<file path="src/rtl/alu_req_arbiter_if.sv">
// Purpose: signal bundle around alu_req_arbiter (two requesters, one ALU, one response channel).
// Latency: none; this is a plain signal container.
// Backpressure: carried by the req0/req1 valid/ready and rsp valid/ready pairs.
// Ports: req0_*/req1_* command channels, alu_* operand/control outputs and ALU result inputs,
//        rsp_* tagged response channel. Modport slave is the arbiter's view, master the environment's.
interface alu_req_arbiter_if #(
    parameter int WIDTH     = 8,
    parameter int CMD_WIDTH = 4
);
    // requester 0
    logic                   req0_valid;
    logic                   req0_ready;
    logic [WIDTH-1:0]       req0_opa;
    logic [WIDTH-1:0]       req0_opb;
    logic [CMD_WIDTH-1:0]   req0_cmd;
    logic                   req0_mode;
    logic                   req0_cin;
    // requester 1
    logic                   req1_valid;
    logic                   req1_ready;
    logic [WIDTH-1:0]       req1_opa;
    logic [WIDTH-1:0]       req1_opb;
    logic [CMD_WIDTH-1:0]   req1_cmd;
    logic                   req1_mode;
    logic                   req1_cin;
    // ALU drive side
    logic                   alu_ce;
    logic [1:0]             alu_inp_valid;
    logic [WIDTH-1:0]       alu_opa;
    logic [WIDTH-1:0]       alu_opb;
    logic [CMD_WIDTH-1:0]   alu_cmd;
    logic                   alu_mode;
    logic                   alu_cin;
    // ALU result side
    logic [2*WIDTH-1:0]     alu_res;
    logic                   alu_err;
    logic                   alu_cout;
    logic                   alu_oflow;
    logic                   alu_g;
    logic                   alu_l;
    logic                   alu_e;
    // response channel
    logic                   rsp_valid;
    logic                   rsp_ready;
    logic                   rsp_id;
    logic [2*WIDTH-1:0]     rsp_res;
    logic [5:0]             rsp_flags;

    modport slave (
        input  req0_valid, req0_opa, req0_opb, req0_cmd, req0_mode, req0_cin,
        output req0_ready,
        input  req1_valid, req1_opa, req1_opb, req1_cmd, req1_mode, req1_cin,
        output req1_ready,
        output alu_ce, alu_inp_valid, alu_opa, alu_opb, alu_cmd, alu_mode, alu_cin,
        input  alu_res, alu_err, alu_cout, alu_oflow, alu_g, alu_l, alu_e,
        output rsp_valid, rsp_id, rsp_res, rsp_flags,
        input  rsp_ready
    );

    modport master (
        output req0_valid, req0_opa, req0_opb, req0_cmd, req0_mode, req0_cin,
        input  req0_ready,
        output req1_valid, req1_opa, req1_opb, req1_cmd, req1_mode, req1_cin,
        input  req1_ready,
        input  alu_ce, alu_inp_valid, alu_opa, alu_opb, alu_cmd, alu_mode, alu_cin,
        output alu_res, alu_err, alu_cout, alu_oflow, alu_g, alu_l, alu_e,
        input  rsp_valid, rsp_id, rsp_res, rsp_flags,
        output rsp_ready
    );
endinterface

</file>
<file path="src/rtl/alu_req_arbiter.sv">
// Purpose: round-robin share of one ALU between two requesters, one transaction in flight.
// Latency: issue one cycle after accept; response lat+1 cycles after issue (lat by command).
// Backpressure: reqN_ready only in IDLE; a stalled response (rsp_ready low) parks the FSM in RESP.
// Ports: CLK, RST (sync, active-high); bus.slave carries req0/req1 command channels,
//        alu_* drive/result signals and the rsp_* response channel tagged with the requester id.
module alu_req_arbiter #(
    parameter int WIDTH       = 8,
    parameter int CMD_WIDTH   = 4,
    parameter int LATENCY     = 1,
    parameter int MUL_LATENCY = 2
) (
    input  logic             CLK,
    input  logic             RST,
    alu_req_arbiter_if.slave bus
);
    localparam int MAX_LAT = (LATENCY > MUL_LATENCY) ? LATENCY : MUL_LATENCY;
    localparam int CNT_W   = $clog2(MAX_LAT) + 1;
    // The counter holds the number of WAIT cycles still to go after the current one.
    localparam logic [CNT_W-1:0]     LAT_LD   = CNT_W'(LATENCY - 1);
    localparam logic [CNT_W-1:0]     MUL_LD   = CNT_W'(MUL_LATENCY - 1);
    localparam logic [CMD_WIDTH-1:0] CMD_MUL9 = CMD_WIDTH'(9);
    localparam logic [CMD_WIDTH-1:0] CMD_MULA = CMD_WIDTH'(10);

    typedef struct packed {
        logic [WIDTH-1:0]     opa;
        logic [WIDTH-1:0]     opb;
        logic [CMD_WIDTH-1:0] cmd;
        logic                 mode;
        logic                 cin;
    } req_t;

    typedef enum logic [1:0] {
        IDLE  = 2'd0,
        ISSUE = 2'd1,
        WAIT  = 2'd2,
        RESP  = 2'd3
    } state_t;

    state_t               state;
    state_t               next_state;
    req_t                 req0_pay;
    req_t                 req1_pay;
    req_t                 pay;
    logic                 pay_id;
    logic                 last_grant;
    logic [CNT_W-1:0]     cnt;
    logic                 grant0;
    logic                 grant1;
    logic                 xfer;
    logic                 capture;
    logic                 is_mul;
    logic                 ce;
    logic                 rsp_vld_c;
    logic                 ready0;
    logic                 ready1;
    logic                 rsp_id_q;
    logic [2*WIDTH-1:0]   rsp_res_q;
    logic [5:0]           rsp_flags_q;

    assign req0_pay = {bus.req0_opa, bus.req0_opb, bus.req0_cmd, bus.req0_mode, bus.req0_cin};
    assign req1_pay = {bus.req1_opa, bus.req1_opb, bus.req1_cmd, bus.req1_mode, bus.req1_cin};

    // Requester 1 wins when alone, or when both ask and requester 0 was granted last.
    // last_grant resets to 1 so requester 0 is favoured first.
    assign grant1 = bus.req1_valid && (!bus.req0_valid || !last_grant);
    assign grant0 = bus.req0_valid && !grant1;

    assign is_mul = pay.mode && ((pay.cmd == CMD_MUL9) || (pay.cmd == CMD_MULA));

    // FSM state register
    always_ff @(posedge CLK) begin
        if (RST) begin
            state <= IDLE;
        end else begin
            state <= next_state;
        end
    end

    // FSM next state and per-state strobes
    always_comb begin
        next_state = state;
        ce         = 1'b0;
        rsp_vld_c  = 1'b0;
        ready0     = 1'b0;
        ready1     = 1'b0;
        capture    = 1'b0;
        xfer       = 1'b0;
        case (state)
            IDLE: begin
                ready0 = grant0;
                ready1 = grant1;
                if (grant0 || grant1) begin
                    xfer       = 1'b1;
                    next_state = ISSUE;
                end
            end
            ISSUE: begin
                ce         = 1'b1;
                next_state = WAIT;
            end
            WAIT: begin
                ce = 1'b1;
                if (cnt == '0) begin
                    capture    = 1'b1;
                    next_state = RESP;
                end
            end
            RESP: begin
                rsp_vld_c = 1'b1;
                if (bus.rsp_ready) begin
                    next_state = IDLE;
                end
            end
            default: next_state = IDLE;
        endcase
    end

    // Payload latch, arbitration pointer, latency counter and response capture.
    always_ff @(posedge CLK) begin
        if (RST) begin
            pay         <= '0;
            pay_id      <= 1'b0;
            last_grant  <= 1'b1;
            cnt         <= '0;
            rsp_id_q    <= 1'b0;
            rsp_res_q   <= '0;
            rsp_flags_q <= '0;
        end else begin
            if (xfer) begin
                pay        <= grant1 ? req1_pay : req0_pay;
                pay_id     <= grant1;
                last_grant <= grant1;
            end
            if (state == ISSUE) begin
                cnt <= is_mul ? MUL_LD : LAT_LD;
            end else if ((state == WAIT) && (cnt != '0)) begin
                cnt <= cnt - 1'b1;
            end
            if (capture) begin
                rsp_id_q    <= pay_id;
                rsp_res_q   <= bus.alu_res;
                rsp_flags_q <= {bus.alu_err, bus.alu_cout, bus.alu_oflow,
                                bus.alu_g, bus.alu_l, bus.alu_e};
            end
        end
    end

    assign bus.req0_ready    = ready0;
    assign bus.req1_ready    = ready1;
    assign bus.alu_ce        = ce;
    assign bus.alu_inp_valid = {2{ce}};
    // Operand/control lines follow the latched payload, so they hold between transactions.
    assign bus.alu_opa       = pay.opa;
    assign bus.alu_opb       = pay.opb;
    assign bus.alu_cmd       = pay.cmd;
    assign bus.alu_mode      = pay.mode;
    assign bus.alu_cin       = pay.cin;
    assign bus.rsp_valid     = rsp_vld_c;
    assign bus.rsp_id        = rsp_id_q;
    assign bus.rsp_res       = rsp_res_q;
    assign bus.rsp_flags     = rsp_flags_q;
endmodule

</file>
<file path="src/flat_wrapper.sv">
// flat-port wrapper written by rule: the top's interface ports become plain ports
module alu_req_arbiter_flat 
#(
    parameter int WIDTH       = 8,
    parameter int CMD_WIDTH   = 4,
    parameter int LATENCY     = 1,
    parameter int MUL_LATENCY = 2
)
  (CLK, RST, bus_req0_valid, bus_req0_opa, bus_req0_opb, bus_req0_cmd, bus_req0_mode, bus_req0_cin, bus_req0_ready, bus_req1_valid, bus_req1_opa, bus_req1_opb, bus_req1_cmd, bus_req1_mode, bus_req1_cin, bus_req1_ready, bus_alu_ce, bus_alu_inp_valid, bus_alu_opa, bus_alu_opb, bus_alu_cmd, bus_alu_mode, bus_alu_cin, bus_alu_res, bus_alu_err, bus_alu_cout, bus_alu_oflow, bus_alu_g, bus_alu_l, bus_alu_e, bus_rsp_valid, bus_rsp_id, bus_rsp_res, bus_rsp_flags, bus_rsp_ready);
  alu_req_arbiter_if #(.WIDTH(WIDTH), .CMD_WIDTH(CMD_WIDTH)) bus_i ();
  input  logic CLK;
  input  logic RST;
  input wire logic [$bits(bus_i.req0_valid)-1:0] bus_req0_valid;
  input wire logic [$bits(bus_i.req0_opa)-1:0] bus_req0_opa;
  input wire logic [$bits(bus_i.req0_opb)-1:0] bus_req0_opb;
  input wire logic [$bits(bus_i.req0_cmd)-1:0] bus_req0_cmd;
  input wire logic [$bits(bus_i.req0_mode)-1:0] bus_req0_mode;
  input wire logic [$bits(bus_i.req0_cin)-1:0] bus_req0_cin;
  output wire logic [$bits(bus_i.req0_ready)-1:0] bus_req0_ready;
  input wire logic [$bits(bus_i.req1_valid)-1:0] bus_req1_valid;
  input wire logic [$bits(bus_i.req1_opa)-1:0] bus_req1_opa;
  input wire logic [$bits(bus_i.req1_opb)-1:0] bus_req1_opb;
  input wire logic [$bits(bus_i.req1_cmd)-1:0] bus_req1_cmd;
  input wire logic [$bits(bus_i.req1_mode)-1:0] bus_req1_mode;
  input wire logic [$bits(bus_i.req1_cin)-1:0] bus_req1_cin;
  output wire logic [$bits(bus_i.req1_ready)-1:0] bus_req1_ready;
  output wire logic [$bits(bus_i.alu_ce)-1:0] bus_alu_ce;
  output wire logic [$bits(bus_i.alu_inp_valid)-1:0] bus_alu_inp_valid;
  output wire logic [$bits(bus_i.alu_opa)-1:0] bus_alu_opa;
  output wire logic [$bits(bus_i.alu_opb)-1:0] bus_alu_opb;
  output wire logic [$bits(bus_i.alu_cmd)-1:0] bus_alu_cmd;
  output wire logic [$bits(bus_i.alu_mode)-1:0] bus_alu_mode;
  output wire logic [$bits(bus_i.alu_cin)-1:0] bus_alu_cin;
  input wire logic [$bits(bus_i.alu_res)-1:0] bus_alu_res;
  input wire logic [$bits(bus_i.alu_err)-1:0] bus_alu_err;
  input wire logic [$bits(bus_i.alu_cout)-1:0] bus_alu_cout;
  input wire logic [$bits(bus_i.alu_oflow)-1:0] bus_alu_oflow;
  input wire logic [$bits(bus_i.alu_g)-1:0] bus_alu_g;
  input wire logic [$bits(bus_i.alu_l)-1:0] bus_alu_l;
  input wire logic [$bits(bus_i.alu_e)-1:0] bus_alu_e;
  output wire logic [$bits(bus_i.rsp_valid)-1:0] bus_rsp_valid;
  output wire logic [$bits(bus_i.rsp_id)-1:0] bus_rsp_id;
  output wire logic [$bits(bus_i.rsp_res)-1:0] bus_rsp_res;
  output wire logic [$bits(bus_i.rsp_flags)-1:0] bus_rsp_flags;
  input wire logic [$bits(bus_i.rsp_ready)-1:0] bus_rsp_ready;
  assign bus_i.req0_valid = bus_req0_valid;
  assign bus_i.req0_opa = bus_req0_opa;
  assign bus_i.req0_opb = bus_req0_opb;
  assign bus_i.req0_cmd = bus_req0_cmd;
  assign bus_i.req0_mode = bus_req0_mode;
  assign bus_i.req0_cin = bus_req0_cin;
  assign bus_req0_ready = bus_i.req0_ready;
  assign bus_i.req1_valid = bus_req1_valid;
  assign bus_i.req1_opa = bus_req1_opa;
  assign bus_i.req1_opb = bus_req1_opb;
  assign bus_i.req1_cmd = bus_req1_cmd;
  assign bus_i.req1_mode = bus_req1_mode;
  assign bus_i.req1_cin = bus_req1_cin;
  assign bus_req1_ready = bus_i.req1_ready;
  assign bus_alu_ce = bus_i.alu_ce;
  assign bus_alu_inp_valid = bus_i.alu_inp_valid;
  assign bus_alu_opa = bus_i.alu_opa;
  assign bus_alu_opb = bus_i.alu_opb;
  assign bus_alu_cmd = bus_i.alu_cmd;
  assign bus_alu_mode = bus_i.alu_mode;
  assign bus_alu_cin = bus_i.alu_cin;
  assign bus_i.alu_res = bus_alu_res;
  assign bus_i.alu_err = bus_alu_err;
  assign bus_i.alu_cout = bus_alu_cout;
  assign bus_i.alu_oflow = bus_alu_oflow;
  assign bus_i.alu_g = bus_alu_g;
  assign bus_i.alu_l = bus_alu_l;
  assign bus_i.alu_e = bus_alu_e;
  assign bus_rsp_valid = bus_i.rsp_valid;
  assign bus_rsp_id = bus_i.rsp_id;
  assign bus_rsp_res = bus_i.rsp_res;
  assign bus_rsp_flags = bus_i.rsp_flags;
  assign bus_i.rsp_ready = bus_rsp_ready;
  alu_req_arbiter #(.WIDTH(WIDTH), .CMD_WIDTH(CMD_WIDTH), .LATENCY(LATENCY), .MUL_LATENCY(MUL_LATENCY)) u_core (.CLK(CLK), .RST(RST), .bus(bus_i));
endmodule
</file>
<file path="config.mk">
export PLATFORM = sky130hd
export DESIGN_NAME = alu_req_arbiter_flat
export DESIGN_NICKNAME = d
export VERILOG_FILES = /design/src/rtl/alu_req_arbiter_if.sv /design/src/rtl/alu_req_arbiter.sv /design/src/flat_wrapper.sv
export SDC_FILE = /design/constraint.sdc
export NUM_CORES = 1
export LEC_CHECK = 0
export CORE_AREA = 2 2 60 68
export CTS_CLUSTER_SIZE = 8
export DETAILED_ROUTE_END_ITERATION = 8
export DIE_AREA = 0 0 62 70
export DONT_BUFFER_PORTS = 1
export GPL_ROUTABILITY_DRIVEN = 0
export GPL_TIMING_DRIVEN = 0
export PLACE_DENSITY = 0.9
export REMOVE_ABC_BUFFERS = 1
export SLEW_MARGIN = 20
export SYNTH_ARGS = -nofsm -noshare
export SYNTH_HDL_FRONTEND = slang
export SYNTH_SLANG_ARGS = --single-unit
</file>
<file path="constraint.sdc">
create_clock -name CLK -period 3.95 [get_ports CLK]
set_input_delay 0.395 -clock CLK [delete_from_list [all_inputs] [get_ports CLK]]
set_output_delay 0.395 -clock CLK [all_outputs]
set_load 0.01 [all_outputs]
</file>
# ---- After elaboration in Yosys (flattened, before gate mapping)
# Cells that the tools add are included.
dict set report word_totals {
  wordCells 53
  reg_bits 51
  in_bits 71
  output_inout_bits 51
}
dict set report classes {
  n_reduce_logical 16
  n_eq_ne 8
  addsub 1
  n_mux 16
}
# cell count
set ops {}
lappend ops {{2-to-1 mux 22 bit} 1}
lappend ops {{2-to-1 mux 2 bit} 5}
lappend ops {{2-to-1 mux 1 bit} 9}
lappend ops {{equality test 4 bit (second input constant)} 2}
lappend ops {{one-hot mux 2 bit (4 select lines)} 1}
lappend ops {{equality test 2 bit (second input constant)} 2}
lappend ops {{logical AND 1 bit} 4}
lappend ops {{zero test 2 bit} 2}
lappend ops {{!= test 2 x 1 -> 1 bit (second input constant)} 2}
lappend ops {{nonzero test 2 bit} 2}
lappend ops {{zero test 1 bit} 3}
lappend ops {{logical OR 1 bit} 3}
lappend ops {{AND reduction 3 bit} 1}
lappend ops {{equality test 2 x 1 -> 1 bit (second input constant)} 1}
lappend ops {{!= test 2 bit (second input constant)} 1}
lappend ops {{OR reduction 2 bit} 1}
lappend ops {{subtractor 2 x 1 -> 2 bit (second input constant)} 1}

# ---- Longest topological paths before layout
# Gate-level depths: netlist of run 1.
dict set report logic_depth {
  depth_word 8
  mapped_depth 7
  ltp_nobuf 5
}

# ---- Worst setup path before layout of run 1
# No wires, ideal clock.
dict set report synth_path {
  kind {register to register}
  start {register u_core.state[0]}
  end {register u_core.state[1]}
  slack_ps 2553
  t_arrival_ps 1325
  n_path_buf 0
  path_stages_with_launch 6
  setup_ps 72
  required_time_ps 3878
  period_less_slack_ps 1397
  path_cell_list {dfxtp_1 inv_1 ha_1 and2b_1 a221oi_1 mux2i_1}
}
dict set report synth_via {
  elab_chain_cells 3
  word_cells_on_any_way 9
  classes_between {eq/ne: 6; mux: 1; reduce/logical: 2}
}
# element line
set synth_lines {}
lappend synth_lines {{from (decl)} alu_req_arbiter.sv:39} ;# state_t state;
lappend synth_lines {{from (signal assigned)} alu_req_arbiter.sv:75} ;# state <= next_state;
lappend synth_lines {{equality test 2 bit or zero test 2 bit (tied branches)} alu_req_arbiter.sv:88} ;# case (state)
lappend synth_lines {{!= test 2 x 1 -> 1 bit (no line) or != test 2 bit (tied branches)} -}
lappend synth_lines {{AND reduction 3 bit (no line)} -}
# Several ways; a longest one is shown, not always the timed one.
# A chain may end at the register's enable or synchronous reset.

# ---- Final worst setup path of run 1
dict set report layout_path {
  start {register u_core.last_grant}
  end {output port bus_req1_ready}
}
dict set report layout_via {
  elab_chain_cells 4
}
# element line
set layout_lines {}
lappend layout_lines {{from (decl)} alu_req_arbiter.sv:45} ;# logic last_grant;
lappend layout_lines {{from (signal assigned)} alu_req_arbiter.sv:132} ;# last_grant <= grant1;
lappend layout_lines {{zero test 1 bit} alu_req_arbiter.sv:65} ;# assign grant1 = bus.req1_valid && (!bus.req0_valid || !last_grant);
lappend layout_lines {{logical OR 1 bit} alu_req_arbiter.sv:65}
lappend layout_lines {{logical AND 1 bit} alu_req_arbiter.sv:65}
lappend layout_lines {{2-to-1 mux 1 bit} alu_req_arbiter.sv:88}
lappend layout_lines {{to (decl)} flat_wrapper.sv:26} ;# output wire logic [$bits(bus_i.req1_ready)-1:0] bus_req1_ready;
# Every way passes these cells.

==> summary.md, run 1 <==
| Metric | Value |
|---|---|
| Status | `complete, no violations` |
| Synth area leaders | `dfxtp_1 (45%), nand2_1 (15%), a311oi_2 (12%)` |
| Synth cell count leaders | `nand2_1 (94), dfxtp_1 (51), nor2_1 (29), a21oi_1 (24), a311oi_2 (18)` |
| Clk sinks | `51` |
| Final worst-path cycle share | `47.83%` |
| CTS Buf Count | `5` |
| Kind of end point of the critical path | `output pin` |
| RR Endpoint | `u_core.bus.alu_opa[4]` |
| PortBufs | `0` |
| Fraction of layout cells with a size suffix above 1 | `11.20%` |
| Cts repair resizes | `0` |
| Max stage delay on crit path | `0.57 ns` |
| Reg2Reg Depth | `6` |
| Async SR Flop Fraction | `0%` |
| Hold Crit Start | `RST` |
| Critical Path AT | `1.49 ns` |
| Post-synthesis sequential area ratio | `44.52%` |
| Die X-Extent | `62 um` |
| First-pass GRT wire length | `6410 um` |
| Slew Limit Fails | `0` |
| Worst slew pin tran | `0.7422 ns` |
| Die Span Y | `70 um` |
| Setup Fix Bufs, Post-CTS | `0` |
| Leak | `0.8509 nW` |
| CP Launch Type | `flip-flop` |
| Unrepaired setup endpoints after global routing | `no` |
| DRT Pass-1 Iters | `4` |
| Main synth FF type | `dfxtp_1` |
| Post-CTS Hold Buffers | `0` |
| Row cnt | `24` |
| Yosys top cell area share | `44.52%` |
| Final Hold Fails | `0` |
| Most frequent cell after synthesis | `nand2_1` |
| Cell taking the most area after synthesis | `dfxtp_1` |
| Placed cell count | `303` |
| CORE AREA | `0.003754 mm2` |
| Worst-Skew Late Latency | `0.29 ns` |
| Yosys reg bits | `51` |
| DRC viols | `0` |
| Initial core utilization | `61.10%` |
| Largest net degree at the start of global routing | `53` |
| Crit path required time | `3.56 ns` |
| Post-Route WL | `4343 um` |
| Clock-pin slew on the worst setup and hold paths | `0.08 ns` |
| Drt wl/cell | `13.96 um` |
| Synth unique cells | `28` |
| Syn-to-layout area delta | `1.855%` |
| Worst VDD drop | `0.4105 mV` |
| # nets final | `334` |
| Die area | `0.004340 mm2` |
| Mapped Area | `0.002293 mm2` |
| Root buf cell | `clkbuf_8` |
| Tmin final | `1.889 ns` |
| Buffer levels on the longest clock path | `2` |
| CTS H-tree depth | `2` |
| R2R Setup Slk | `2.30 ns` |
| EDFF count, synth | `0` |
| Cell Chain, Critical Path | `a21boi_4 > and2_1` |
| GRT Util Overall | `19.64%` |
| Relative slew slack | `50.52%` |
| Initial antenna violation count | `0` |
| Worst Hold End | `u_core.bus.rsp_res[11]` |
| Post-Synthesis Cells | `272` |
| Num ports | `122` |
| Final setup viols | `0` |
| Tot Pwr | `1.703 mW` |
| Number of global-route vias before repair | `1544` |
| Worst hold path depth | `1` |
| Max FO, Critical Path | `25` |
| FMAX | `529.4 MHz` |
| Worst r2r src | `u_core.state[0]` |
| DR vias/cell | `5.678` |
| CTS tree | `done` |
| Via count | `1766` |
| DRT iter0 DRCs | `65` |
| Number of synthesis warnings | `0` |
| Routed Antenna Nets | `0` |
| Pwr dens | `728.9 mW/mm2` |
| Diode count | `0` |
| Final cell count without fillers | `311` |
| Clock Skew | `0.004750 ns` |
| Slowest stage cell, crit path | `a21boi_4` |
| Setup TNS | `0 ns` |
| Worst Hold Class | `input pin to flip-flop` |
| WS Path Type | `flip-flop to output pin` |
| Post-DP HPWL | `3110 um` |
| Synth Area per Inst | `8.432 um2` |
| Max cap viols | `0` |
| Finished Core Util | `62.23%` |
| Grt ovf | `0` |
==> state kept, by name, indices dropped and copies added, names as in the netlist <==
| register | flops |
|---|---|
| u_core.bus.alu_mode | 1 |
| u_core.bus.rsp_res | 16 |
| u_core.bus.alu_cin | 1 |
| u_core.cnt | 2 |
| u_core.bus.rsp_id | 1 |
| u_core.pay_id | 1 |
| u_core.bus.rsp_flags | 6 |
| u_core.bus.alu_opb | 8 |
| u_core.bus.alu_opa | 8 |
| u_core.state | 2 |
| u_core.bus.alu_cmd | 4 |
| u_core.last_grant | 1 |
==> through the flow <==
stage          hold WS [ns]  worst slack [ns]  instance area [um2]
2_1_floorplan        0.4255             1.821                 2150
3_3_place_gp         0.4423             1.527                 2215
3_5_place_dp         0.4432             2.301                 2236
4_1_cts              0.1472             2.028                 2336
5_1_grt              0.1440             1.977                 2336
6_report             0.1647             2.061                 2336
==> area by class of cell <==
cell class | count | area, um2
clock buffers | 8 | 100.1
multi-input cells | 194 | 1111
repair buffers | 1 | 20.02
fillers | 324 | 1418
well taps | 52 | 65.06
inverters | 5 | 18.77
flip-flops and latches | 51 | 1021
==> routing by layer <==
| layer | wire length, um | track usage, % | up-vias |
|---|---|---|---|
| met3 | 524 | 7.037 | 5 |
| met1 | 1737 | 19.93 | 778 |
| met4 | 69 | 9.220 | 0 |
| li1 | - | - | 879 |
| met5 | 0 | 0 | - |
| met2 | 2011 | 33.91 | 104 |
==> worst max-delay path: cells and delay by family (launching register included) <==
family             cells  cell delay, ns
DFF                    1            0.36
and+or+nand+nor        1            0.27
AOI/OAI and AO/OA      1            0.57
==> worst max path at each step <==
stage                       from               endpoint  slack [ns]  cells past startpoint
2_1_floorplan    u_core.state[0]  u_core.bus.alu_cmd[0]        1.82                      5
3_3_place_gp     u_core.state[0]  u_core.bus.alu_cmd[0]        1.53                      5
3_5_place_dp     u_core.state[0]  u_core.bus.alu_opa[4]        2.30                      6
4_1_cts        u_core.last_grant         bus_req1_ready        2.03                      2
5_1_grt        u_core.last_grant         bus_req1_ready        1.98                      2
6_report       u_core.last_grant         bus_req1_ready        2.06                      2
==> kinds of logic after synthesis <==
family / Yosys count / share of synthesized area [%]
xor+xnor: 1 / 0.3820
fa+ha+maj: 5 / 2.728
buf+inv: 27 / 7.092
compound gates: 55 / 22.20
simple gates: 132 / 22.64
mux: 1 / 0.4365
flops: 51 / 44.52
==> cell usage in the layout (no fill, tap or decap), types with 2 or more instances in the layout <==
cell      netlist  layout
nand2_1        94      94
dfxtp_1        51      51
nor2_1         29      29
a21oi_1        24      24
a311oi_2       18      18
clkbuf_8        0       7
inv_1           5       5
ha_1            5       5
a311oi_1        4       4
nand2b_1        3       3
and2_1          2       2
==> power by group <==
| part | leakage [nW] | total (mW) | internal (mW) | switching [mW] |
|---|---|---|---|---|
| logic | 0.381 | 0.572 | 0.220 | 0.353 |
| clock network | 0.0515 | 0.313 | 0.160 | 0.153 |
| registers | 0.419 | 0.817 | 0.655 | 0.162 |
| total | 0.851 | 1.70 | 1.04 | 0.668 |
Note: power is estimated with default switching activity, not from simulation.
==> run 2: changes to the inputs <==
- CORE_AREA: 2 2 60 68 -> 2 2 61 69
- DIE_AREA: 0 0 62 70 -> 0 0 63 71
- PLACE_DENSITY: 0.9 -> 0.87
- clock period: 3.95 -> 1.85 ns (I/O delays scaled with it)
==> run 2 against run 1 <==
  * Combinational power increased by 120%
  * Sequential cell count unchanged
  * Via count rose by 0.51%
  * Clock power increased by 91%
  * Worst hold slack worse by 0.14 ns
==> summary.md, run 2 (synthesis gave the netlist of run 1 again) <==
| Metric | Value |
|---|---|
| Initial core utilization | `60.14% (-0.96 points)` |
| Root buf cell | `clkbuf_8` |
| # nets final | `335 (+0.30%)` |
| Crit path required time | `2.05 ns (-1.51 ns)` |
| Final setup viols | `0 (unchanged)` |
| Grt ovf | `0 (unchanged)` |
| Die X-Extent | `63 um (+1.6%)` |
| Initial antenna violation count | `0 (unchanged)` |
| Routed Antenna Nets | `0 (unchanged)` |
| Row cnt | `24 (unchanged)` |
| Max FO, Critical Path | `38 (+52%)` |
| Syn-to-layout area delta | `1.909% (about the same)` |
| Final worst-path cycle share | `90.01%` |
| Setup Fix Bufs, Post-CTS | `0 (unchanged)` |
| Critical Path AT | `1.87 ns (+0.38 ns)` |
| Diode count | `0 (unchanged)` |
| Largest net degree at the start of global routing | `50 (-5.7%)` |
| First-pass GRT wire length | `7224 um (+13%)` |
| Worst slew pin tran | `0.7618 ns (+0.01967 ns)` |
| Relative slew slack | `49.21% (-1.3 points)` |
| Drt wl/cell | `14.23 um (+1.9%)` |
| Number of global-route vias before repair | `1663 (+7.7%)` |
| Status | `complete, no violations` |
| Clock-pin slew on the worst setup and hold paths | `0.09 ns (about the same)` |
| Post-CTS Hold Buffers | `1 (+1)` |
| Unrepaired setup endpoints after global routing | `no` |
| Worst-Skew Late Latency | `0.29 ns (about the same)` |
| PortBufs | `0 (unchanged)` |
| Reg2Reg Depth | `6 (unchanged)` |
| DRT Pass-1 Iters | `4 (unchanged)` |
| CTS H-tree depth | `2 (unchanged)` |
| Post-Route WL | `4439 um (+2.2%)` |
| DRT iter0 DRCs | `65 (unchanged)` |
| Clk sinks | `51 (unchanged)` |
| WS Path Type | `flip-flop to flip-flop` |
| Kind of end point of the critical path | `flip-flop` |
| DRC viols | `0 (unchanged)` |
| Fraction of layout cells with a size suffix above 1 | `11.15% (-0.043 points)` |
| FMAX | `600.6 MHz` |
| Max cap viols | `0 (unchanged)` |
| Most frequent cells in the layout | `nand2_1 (94), dfxtp_1 (51), nor2_1 (29)` |
| CTS Buf Count | `5 (unchanged)` |
| Setup TNS | `0 ns (unchanged)` |
| Die Span Y | `71 um (+1.4%)` |
| CP Launch Type | `flip-flop` |
| Via count | `1775 (+0.51%)` |
| Leak | `0.8510 nW (about the same)` |
| Max FFs per register | `16 (unchanged)` |
| Cts repair resizes | `0 (unchanged)` |
| GRT Util Overall | `20.32% (+0.68 points)` |
| Clock Skew | `0.006451 ns (+0.001701 ns)` |
| CORE AREA | `0.003814 mm2 (+1.6%)` |
| Worst hold path depth | `2 (+1)` |
| Worst Hold Class | `input pin to flip-flop` |
| DR vias/cell | `5.689 (+0.19%)` |
| Slew Limit Fails | `0 (unchanged)` |
| CTS tree | `done` |
| Tot Pwr | `3.596 mW (+110%)` |
| Buffer levels on the longest clock path | `2 (unchanged)` |
| Post-DP HPWL | `3241 um (+4.2%)` |
| Pwr dens | `1538 mW/mm2 (+110%)` |
| Num ports | `122 (unchanged)` |
| Worst VDD drop | `1.208 mV (+190%)` |
| Die area | `0.004473 mm2 (+3.1%)` |
| Commonest non-fill, non-tap cell in the layout | `nand2_1` |
| Tmin final | `1.665 ns` |
| Final Hold Fails | `0 (unchanged)` |
==> run 2: worst paths after layout <==
check                                 end  slack, ns             from
setup reg to reg      u_core.bus.alu_mode       0.18  u_core.state[0]
hold / removal    u_core.bus.rsp_flags[5]       0.02      bus_alu_err
hold reg to reg         u_core.bus.rsp_id       0.50    u_core.pay_id
setup / recovery      u_core.bus.alu_mode       0.18  u_core.state[0]
==> run 2: metal layers <==
layer  global-route usage (%)  up-vias  share of wire (%)
met1                    20.40      786                 39
met2                    35.93      104                 46
li1                         -      881                  -
met4                    7.407        0                1.2
met5                        0        -                  0
met3                    10.33        4                 13
==> run 2: power by group <==
| part | switching (mW) | leakage [nW] | internal [mW] |
|---|---|---|---|
| Sequential | 0.353 | 0.419 | 1.40 |
| Combinational | 0.772 | 0.390 | 0.473 |
| Clock | 0.332 | 0.0422 | 0.266 |
| Total | 1.46 | 0.851 | 2.14 |
==> run 2: per-stage QoR <==
step	cells	hold WS [ns]	worst slack (ns)	utilization, %	cell area, um2
2_1_floorplan	250	0.2529	-0.2791	-	2150
3_3_place_gp	302	0.2600	-0.5734	58.07	2215
3_5_place_dp	303	0.2618	0.1875	58.63	2236
4_1_cts	312	0.006162	0.1656	61.29	2337
5_1_grt	312	0.008236	0.005304	61.29	2337
6_report	312	0.02163	0.1849	61.29	2337
==> run 2: cell type report <==
type	count	area, um2
clock inverter	1	5.005
timing repair buffer	2	40.04
sequential	51	1021
fill	334	1476
multi-input combinational	194	1111
clock buffer	7	76.32
tap	52	65.06
inverter	5	18.77
==> run 2: critical path: stages (launching register included) <==
cell      delay (ns)
dfxtp_1         0.35
inv_1           0.09
ha_1            0.28
o21a_2          0.29
buf_12          0.24
nor2_1          0.06
a311oi_1        0.26
